--- src/rtl/uart_wb_pkg.sv ---
// uart_wb_pkg
//   Shared definitions for the UART Wishbone command bridge:
//   - state_t      : bridge FSM states
//   - ADR_*        : UART (16550-style) register addresses
//   - DEFAULT_TIMEOUT_CYC : default ack timeout, in wb_clk_i cycles
package uart_wb_pkg;

    typedef enum logic [1:0] {
        ST_IDLE = 2'd0,
        ST_BUS  = 2'd1,
        ST_RESP = 2'd2
    } state_t;

    localparam logic [2:0] ADR_RBR_THR = 3'd0;
    localparam logic [2:0] ADR_IER     = 3'd1;
    localparam logic [2:0] ADR_IIR_FCR = 3'd2;
    localparam logic [2:0] ADR_LCR     = 3'd3;
    localparam logic [2:0] ADR_MCR     = 3'd4;
    localparam logic [2:0] ADR_LSR     = 3'd5;
    localparam logic [2:0] ADR_MSR     = 3'd6;
    localparam logic [2:0] ADR_SCR     = 3'd7;

    localparam int DEFAULT_TIMEOUT_CYC = 16;

endpackage

--- src/rtl/uart_sync2.sv ---
// uart_sync2
//   Two-flop synchronizer for a single asynchronous level.
//   Ports:
//     clk   in  destination clock
//     rst_n in  asynchronous active-low reset, clears both flops
//     d     in  asynchronous input
//     q     out synchronized output (two edges of latency)
module uart_sync2 (
    input  logic clk,
    input  logic rst_n,
    input  logic d,
    output logic q
);

    logic meta_q;

    always_ff @(posedge clk or negedge rst_n) begin
        if (!rst_n) begin
            meta_q <= 1'b0;
            q      <= 1'b0;
        end else begin
            meta_q <= d;
            q      <= meta_q;
        end
    end

endmodule

--- src/rtl/uart_wb_master.sv ---
// uart_wb_master
//   Turns single register commands (read/write of a UART register) into
//   Wishbone classic cycles, with an ack timeout, and returns one response
//   per command. Also synchronizes the UART interrupt into wb_clk_i.
//
//   state | meaning
//   ------+-------------------------------------------------------------
//   IDLE  | ready for a command (cmd_ready=1)
//   BUS   | Wishbone cycle in flight, waiting for ack or timeout
//   RESP  | response held on rsp_* until rsp_ready
//
//   Ports:
//     wb_clk_i, wb_rst_i (async, active-low)
//     cmd_valid/cmd_ready/cmd_we/cmd_adr/cmd_dat : command channel
//     rsp_valid/rsp_ready/rsp_dat/rsp_err        : response channel
//     wb_adr_o/wb_dat_o/wb_sel_o/wb_stb_o/wb_cyc_o/wb_we_o,
//     wb_dat_i/wb_ack_i                          : Wishbone master
//     int_i -> irq_o                             : synchronized interrupt
module uart_wb_master
    import uart_wb_pkg::*;
#(
    parameter int         TIMEOUT_CYC = DEFAULT_TIMEOUT_CYC,
    parameter logic [3:0] SEL_VAL     = 4'b0001
) (
    input  logic       wb_clk_i,
    input  logic       wb_rst_i,

    input  logic       cmd_valid,
    output logic       cmd_ready,
    input  logic       cmd_we,
    input  logic [2:0] cmd_adr,
    input  logic [7:0] cmd_dat,

    output logic       rsp_valid,
    input  logic       rsp_ready,
    output logic [7:0] rsp_dat,
    output logic       rsp_err,

    output logic [2:0] wb_adr_o,
    output logic [7:0] wb_dat_o,
    output logic [3:0] wb_sel_o,
    output logic       wb_stb_o,
    output logic       wb_cyc_o,
    output logic       wb_we_o,
    input  logic [7:0] wb_dat_i,
    input  logic       wb_ack_i,

    input  logic       int_i,
    output logic       irq_o
);

    localparam int CNT_W = $clog2(TIMEOUT_CYC + 1);
    // Last BUS cycle allowed without ack: the counter would reach
    // TIMEOUT_CYC at the end of it.
    localparam logic [CNT_W-1:0] CNT_LAST = CNT_W'(TIMEOUT_CYC - 1);

    state_t           state_q, state_d;
    logic [CNT_W-1:0] cnt_q;

    logic cmd_accept;
    logic bus_ack;
    logic bus_timeout;

    assign cmd_accept  = cmd_valid && cmd_ready;
    // Ack only matters while a cycle is in flight; stray acks are ignored.
    assign bus_ack     = (state_q == ST_BUS) && wb_ack_i;
    // Ack has priority: an ack in the final allowed cycle is a success.
    assign bus_timeout = (state_q == ST_BUS) && !wb_ack_i && (cnt_q == CNT_LAST);
    assign rsp_valid   = (state_q == ST_RESP);

    always_ff @(posedge wb_clk_i or negedge wb_rst_i) begin
        if (!wb_rst_i) begin
            state_q <= ST_IDLE;
        end else begin
            state_q <= state_d;
        end
    end

    always_comb begin
        state_d = state_q;
        case (state_q)
            ST_IDLE: if (cmd_accept)               state_d = ST_BUS;
            ST_BUS:  if (bus_ack || bus_timeout)   state_d = ST_RESP;
            ST_RESP: if (rsp_ready)                state_d = ST_IDLE;
            default:                               state_d = ST_IDLE;
        endcase
    end

    always_ff @(posedge wb_clk_i or negedge wb_rst_i) begin
        if (!wb_rst_i) begin
            cmd_ready <= 1'b0;
            wb_cyc_o  <= 1'b0;
            wb_stb_o  <= 1'b0;
            wb_we_o   <= 1'b0;
            wb_adr_o  <= '0;
            wb_dat_o  <= '0;
            wb_sel_o  <= '0;
            cnt_q     <= '0;
            rsp_dat   <= '0;
            rsp_err   <= 1'b0;
        end else begin
            // Registered so it stays low during reset and during the
            // response handshake cycle (one command outstanding at most).
            cmd_ready <= (state_d == ST_IDLE);

            if (state_q == ST_IDLE && cmd_accept) begin
                wb_cyc_o <= 1'b1;
                wb_stb_o <= 1'b1;
                wb_we_o  <= cmd_we;
                wb_adr_o <= cmd_adr;
                wb_dat_o <= cmd_dat;
                wb_sel_o <= SEL_VAL;
                cnt_q    <= '0;
            end else if (state_q == ST_BUS) begin
                if (wb_ack_i) begin
                    wb_cyc_o <= 1'b0;
                    wb_stb_o <= 1'b0;
                    wb_we_o  <= 1'b0;
                    rsp_dat  <= wb_we_o ? 8'h00 : wb_dat_i;
                    rsp_err  <= 1'b0;
                end else begin
                    cnt_q <= cnt_q + 1'b1;
                    if (bus_timeout) begin
                        wb_cyc_o <= 1'b0;
                        wb_stb_o <= 1'b0;
                        wb_we_o  <= 1'b0;
                        rsp_dat  <= 8'h00;
                        rsp_err  <= 1'b1;
                    end
                end
            end
        end
    end

    uart_sync2 u_irq_sync (
        .clk   (wb_clk_i),
        .rst_n (wb_rst_i),
        .d     (int_i),
        .q     (irq_o)
    );

endmodule
--- config.mk ---
export PLATFORM = sky130hd
export DESIGN_NAME = uart_wb_master
export DESIGN_NICKNAME = d
export VERILOG_FILES = /design/src/rtl/uart_wb_pkg.sv /design/src/rtl/uart_sync2.sv /design/src/rtl/uart_wb_master.sv
export SDC_FILE = /design/constraint.sdc
export NUM_CORES = 1
export LEC_CHECK = 0
export BUFFER_PORTS_ARGS = -buffer_cell sky130_fd_sc_hd__buf_2
export CORE_ASPECT_RATIO = 0.7
export CORE_UTILIZATION = 35
export CTS_CLUSTER_DIAMETER = 80
export DETAILED_ROUTE_END_ITERATION = 6
export GPL_TIMING_DRIVEN = 1
export SLEW_MARGIN = 0
export SYNTH_ARGS = -nofsm -noshare
export SYNTH_HDL_FRONTEND = slang
export SYNTH_SLANG_ARGS = --single-unit
export TNS_END_PERCENT = 1
--- constraint.sdc ---
create_clock -name wb_clk_i -period 1.6 [get_ports wb_clk_i]
set_input_delay 0.08 -clock wb_clk_i [delete_from_list [all_inputs] [get_ports wb_clk_i]]
set_output_delay 0.08 -clock wb_clk_i [all_outputs]
set_load 0.01 [all_outputs]
==> metrics, run 1 <==
status finished clean; die extent in y 53.51 um; final core utilization 0.5227; # DRC 0; Inst Count DP 222; Hold WC Path Type primary input to flip-flop; Max Freq 661.4 MHz; I/O Pins 56; Clk Latency, worst-skew pair 0.28 ns; Antenna Nets Post-Route 0; post-route non-filler standard cell count 243; power density over the cells 1672 nW/um^2; Async SR Flop Fraction 1.000; max_cap viols 0; antenna violations before repair 0; vias in the first global route 1039; #FFs+latches synth 33; Clock Tree Root clkbuf_8; final setup violation count 0; clk slew on worst S/H paths 0.06 ns; Starting Density 0.3704; post-DP HPWL 2.100 mm; Seq/Total Area, Yosys 0.6226; post-layout min period 1.512 ns; crit-path max FO 5; EDFF count, synth 0; top cells by area in the synthesized netlist dfrtp_1 62%, nand2_1 9.9%, a22o_1 5.3%, buf_4 2.3%, a21oi_1 1.9%; Lkg Pwr 0.9922 nW; yosys warns 0; max-slew violations 0; diode count 0; input/output buffers 52; Register-to-Register Path Depth 6; Synth top area share 0.6226; Max VDD drop 0.7066 mV; setup tns final 0 ns; syn avg cell area 10.96 sq um; die area 4044 sq um; RSZ-0062 raised after global routing no; nets 220; H-tree depth 2; hold path start cmd_dat[3]; Worst Clk Skew 0.003646 ns; synthesized cell area 1326 sq um; WP data arrival 1.72 ns; main flop type after synthesis dfrtp_1; all-layer global routing usage 0.1601; Setup Crit Path Kind flip-flop to flip-flop; First-pass DRT Iterations 4; Die Width 75.58 um; first-pass GRT wire length 4.712 mm; Hold Path Stages 3; element type at the critical path start flip-flop; Area Growth Syn to Fin 41.13%; layout cell share with drive strength beyond 1 0.3886; FILL cells 321; Slew headroom 0.5227; cts bufs inserted 5; row count 18; Hold Path End wb_dat_o[3]$_DFFE_PN0P_; CP endpoint kind flip-flop; Mapped Cells 121; largest net degree at the start of global routing 34; worst slew pin tran 0.7160 ns; CORE AREA 3581 sq um; worst path required time 1.81 ns; Unique masters post-synth 29; CTS tree yes; worst reg2reg setup slack 0.09 ns; Fin. Hold Viols 0; gr ovfl total 0; via count 1128; clk sinks 33; CTS Buffer Depth 2; RR Startpoint cnt_q[0]$_DFFE_PN0P_; worst flop-to-flop path endpoint rsp_dat[2]$_DFFE_PN0P_; WL/cell 12.31 um; Final period util 0.9449; Post-Route WL 2.992 mm; drt first-iter violations 53; post-synth top area cell dfrtp_1; GPL Wtd Cong 0.7349; via density per instance 4.642
## repair_timing
item                                   in CTS  in global routing
resized for setup                           3                  4
setup endpoints to repair                   4                 11
hold buffers                               11                  0
pin swaps                                   0                  1
cloned                                      1                  0
buffers inserted                            0                  1
endpoints found under the hold margin      43                  0
## final cells by class
class	count	area, sq um	share of cell area
Clock inverter	2	10.01	0.005348
Multi-Input combinational cell	78	451.7	0.2413
Timing Repair Buffer	71	437.9	0.2340
Tap cell	50	62.56	0.03342
Clock buffer	6	72.57	0.03877
Inverter	3	11.26	0.006016
Sequential cell	33	825.8	0.4412
## cells by family (layout without fill, tap and decap cells)
logic type,Yosys count,after routing,share of synthesized area
simple gates,50,50,0.1840
flops,33,33,0.6226
compound gates,22,22,0.1179
buf+inv,12,82,0.04717
fa+ha+maj,2,2,0.01886
other cells,1,3,0.002827
xor+xnor,1,1,0.006605
## power by group
group          internal, mW  switching (mW)  total (mW)  leakage, nW
sequential             1.15           0.196        1.34        0.413
clock                 0.301           0.283       0.583       0.0450
combinational         0.586           0.618        1.20        0.534
## metal layers
metal / vias to the layer above / wire length (um) / global-route usage
li1: 539 / - / -
met1: 540 / 1389 / 0.2079
met2: 45 / 1382 / 0.2560
met3: 4 / 203 / 0.05333
met4: 0 / 17 / 0.04630
met5: - / 0 / 0
## cell usage in the layout (no fill, tap or decap), drive strengths merged
cell type	n
nor3b	1
nor2	2
a22o	8
o21ai	4
and2b	1
a211oi	2
clkinv	2
and2	1
ha	2
nand4bb	1
and4bb	1
and3b	1
nand3	1
conb	3
or3	2
clkbuf	6
a21oi	5
a21o	1
dlygate4sd3	11
nor2b	1
a31o	1
xnor2	1
dfrtp	33
or3b	1
buf	60
and3	1
inv	3
nand2	35
nand2b	1
a21bo	1
## worst max-delay path, cell delays in order (launching register included)
cell     delay (ns)
dfrtp_1        0.38
ha_1           0.21
and3_1         0.18
ha_2           0.18
o21ai_2        0.20
buf_6          0.15
a22o_1         0.14
## flip-flops by register name, summed over array words and instances, names as in the netlist, 2 cells and up
name      cells
rsp_dat       8
wb_dat_o      8
cnt_q         5
wb_adr_o      3
state_q       2
## synth_stat cells (all sizes together), types with 2 or more instances
master,number
nand2,35
o21ai,4
a21oi,5
nor2,2
a211oi,2
or3,2
inv,3
ha,2
clkbuf,3
dfrtp,33
a22o,8
buf,6
## metrics by stage
step	hold slack, ns	power [mW]	instance area (sq um)	setup WS, ns
2_1_floorplan	-0.2156	2.010	1335	0.04671
3_3_place_gp	0.1611	2.448	1650	0.04671
3_5_place_dp	0.1733	2.501	1650	0.005578
4_1_cts	0.003575	3.127	1852	0.01576
5_1_grt	0.01707	3.381	1872	0.0006287
6_report	0.003661	3.129	1872	0.08812
## how the worst max path moves through the flow
stage / startpoint / to / slack (ns) / cells past startpoint
detailed placement: cnt_q[1]$_DFFE_PN0P_ / rsp_dat[3]$_DFFE_PN0P_ / 0.006 / 6
floorplan: cnt_q[0]$_DFFE_PN0P_ / wb_we_o$_DFFE_PN0P_ / 0.05 / 6
global route: cnt_q[0]$_DFFE_PN0P_ / rsp_dat[5]$_DFFE_PN0P_ / 0.0006 / 6
global placement: cnt_q[0]$_DFFE_PN0P_ / wb_we_o$_DFFE_PN0P_ / 0.05 / 6
finish: cnt_q[0]$_DFFE_PN0P_ / rsp_dat[2]$_DFFE_PN0P_ / 0.09 / 6
CTS: cnt_q[1]$_DFFE_PN0P_ / rsp_dat[5]$_DFFE_PN0P_ / 0.02 / 6
Power figures use the tool's default switching activity.
==> run 2, diff against run 1 <==
--- a/config.mk
+++ b/config.mk
@@ -11,6 +11,7 @@
 export CTS_CLUSTER_DIAMETER = 80
 export DETAILED_ROUTE_END_ITERATION = 6
 export GPL_TIMING_DRIVEN = 1
+export RECOVER_POWER = 25
 export SLEW_MARGIN = 0
 export SYNTH_ARGS = -nofsm -noshare
 export SYNTH_HDL_FRONTEND = slang
==> metrics, run 2 (synthesis gave the netlist of run 1 again) <==
combinational power share 0.373; post-DP HPWL 2.100 mm; Clock Tree Root clkbuf_8; cts bufs inserted 5; first-pass GRT wire length 4.712 mm; hold path start cmd_dat[3]; Hold WC Path Type primary input to flip-flop; row count 18; pre-CTS setup slack 0.005578 ns; WP data arrival 1.73 ns; Lkg Pwr 0.9244 nW; CTS Buffer Depth 2; switching share of power 0.3584; # DRC 0; Worst Clk Skew 0.003810 ns; final core utilization 0.5154; worst path required time 1.81 ns; input/output buffers 52; clk sinks 33; CORE AREA 3581 sq um; diode count 0; power density over the cells 1670 nW/um^2; worst slew pin tran 0.7155 ns; RSZ-0062 raised after global routing no; Register-to-Register Path Depth 6; max_cap viols 0; Max VDD drop 0.7038 mV; via count 1135; setup tns final 0 ns; commonest non-fill, non-tap cells in the layout 35 x nand2_1, 33 x dfrtp_1, 31 x buf_2; post-layout min period 1.515 ns; die area 4044 sq um; max-slew violations 0; Clk Latency, worst-skew pair 0.28 ns; clk slew on worst S/H paths 0.06 ns; Area Growth Syn to Fin 39.15%; WL/cell 12.30 um; Internal 1.978 mW; Max Freq 659.9 MHz; Die Width 75.58 um; final setup violation count 0; CTS tree yes; antenna violations before repair 0; worst hold slack 0.004150 ns; part of the power in registers 0.438; Antenna Nets Post-Route 0; Final period util 0.9470; element type at the critical path start flip-flop; crit path to rsp_dat[2]$_DFFE_PN0P_; H-tree depth 2; Slew headroom 0.5230; biggest regs rsp_dat: 8 flops, wb_dat_o: 8 flops, cnt_q: 5 flops; crit-path max FO 5; GPL Wtd Cong 0.7349; switching power 1.105 mW; First-pass DRT Iterations 4; gr ovfl total 0; die extent in y 53.51 um; Starting Density 0.3704; worst flop-to-flop path endpoint rsp_dat[2]$_DFFE_PN0P_; RR Startpoint cnt_q[0]$_DFFE_PN0P_; via density per instance 4.671; Post-Route WL 2.990 mm; nets 220; status finished clean; drt first-iter violations 40; layout cell share with drive strength beyond 1 0.2798; Clock power frac 0.189; Fin. Hold Viols 0; all-layer global routing usage 0.1601; Final WS setup 0.08473 ns; Worst Setup SP cnt_q[0]$_DFFE_PN0P_; Setup Crit Path Kind flip-flop to flip-flop; most common cell after layout, fill and taps aside nand2_1; worst reg2reg setup slack 0.08 ns; I/O Pins 56; vias in the first global route 1039; largest net degree at the start of global routing 34; CP endpoint kind flip-flop
[run 2: changes by cell type in the layout (fill, tap and decap cells not counted)]
cell,previous run,this run
clkbuf_1,1,22
buf_2,52,31
[run 2: power groups by stage]
| stage | Clock (mW) | Combinational, mW | Sequential, mW |
|---|---|---|---|
| detailed placement | 0 | 1.15 | 1.35 |
| CTS | 0.600 | 1.19 | 1.34 |
| finish | 0.584 | 1.15 | 1.35 |
| global route | 0.641 | 1.30 | 1.39 |
| floorplan | 0 | 0.562 | 1.45 |
| global placement | 0 | 1.12 | 1.33 |
[run 2: repair_timing]
item                                    4_1_cts  5_1_grt
buffers inserted                              0        1
hold endpoints to repair                     43        0
resized for setup                             3        4
endpoints found under the setup margin        4       11
hold buffers                                 11        0
cloned                                        1        0
pin swaps                                     0        1
[run 2: cell type report]
type                       count  area (sq um)
tap                           50         62.56
fill                         338          1735
timing repair buffer          71         411.6
clock inverter                 2         10.01
multi-input combinational     78         451.7
sequential                    33         825.8
inverter                       3         11.26
clock buffer                   6         72.57
[run 2: metal layers]
metal,vias up,global-route usage,part of all wire
met5,-,0,0
met4,0,0.04630,0.0057
met3,4,0.05333,0.061
met2,43,0.2560,0.46
met1,547,0.2079,0.47
li1,541,-,-
[run 2: worst max-delay path: stages, from the launching register on]
cell	delay, ns
dfrtp_1	0.38
ha_1	0.21
and3_1	0.18
ha_2	0.18
o21ai_2	0.20
buf_6	0.16
a22o_1	0.14
[run 2: how the worst min path moves through the flow]
stage	endpoint	slack, ns	cells past startpoint
3_3_place_gp	cmd_ready$_DFF_PN0_	0.16	1
2_1_floorplan	cmd_ready$_DFF_PN0_	-0.22	0
5_1_grt	rsp_dat[0]$_DFFE_PN0P_	0.02	2
6_report	wb_dat_o[3]$_DFFE_PN0P_	0.004	3
4_1_cts	wb_dat_o[3]$_DFFE_PN0P_	0.004	3
3_5_place_dp	cmd_ready$_DFF_PN0_	0.17	1
[run 2: stage by stage]
step / cell area (sq um) / instances / power [mW]
4_1_cts: 1852 / 242 / 3.127
2_1_floorplan: 1335 / 123 / 2.010
3_5_place_dp: 1650 / 222 / 2.501
5_1_grt: 1846 / 243 / 3.335
3_3_place_gp: 1650 / 222 / 2.448
6_report: 1846 / 243 / 3.083
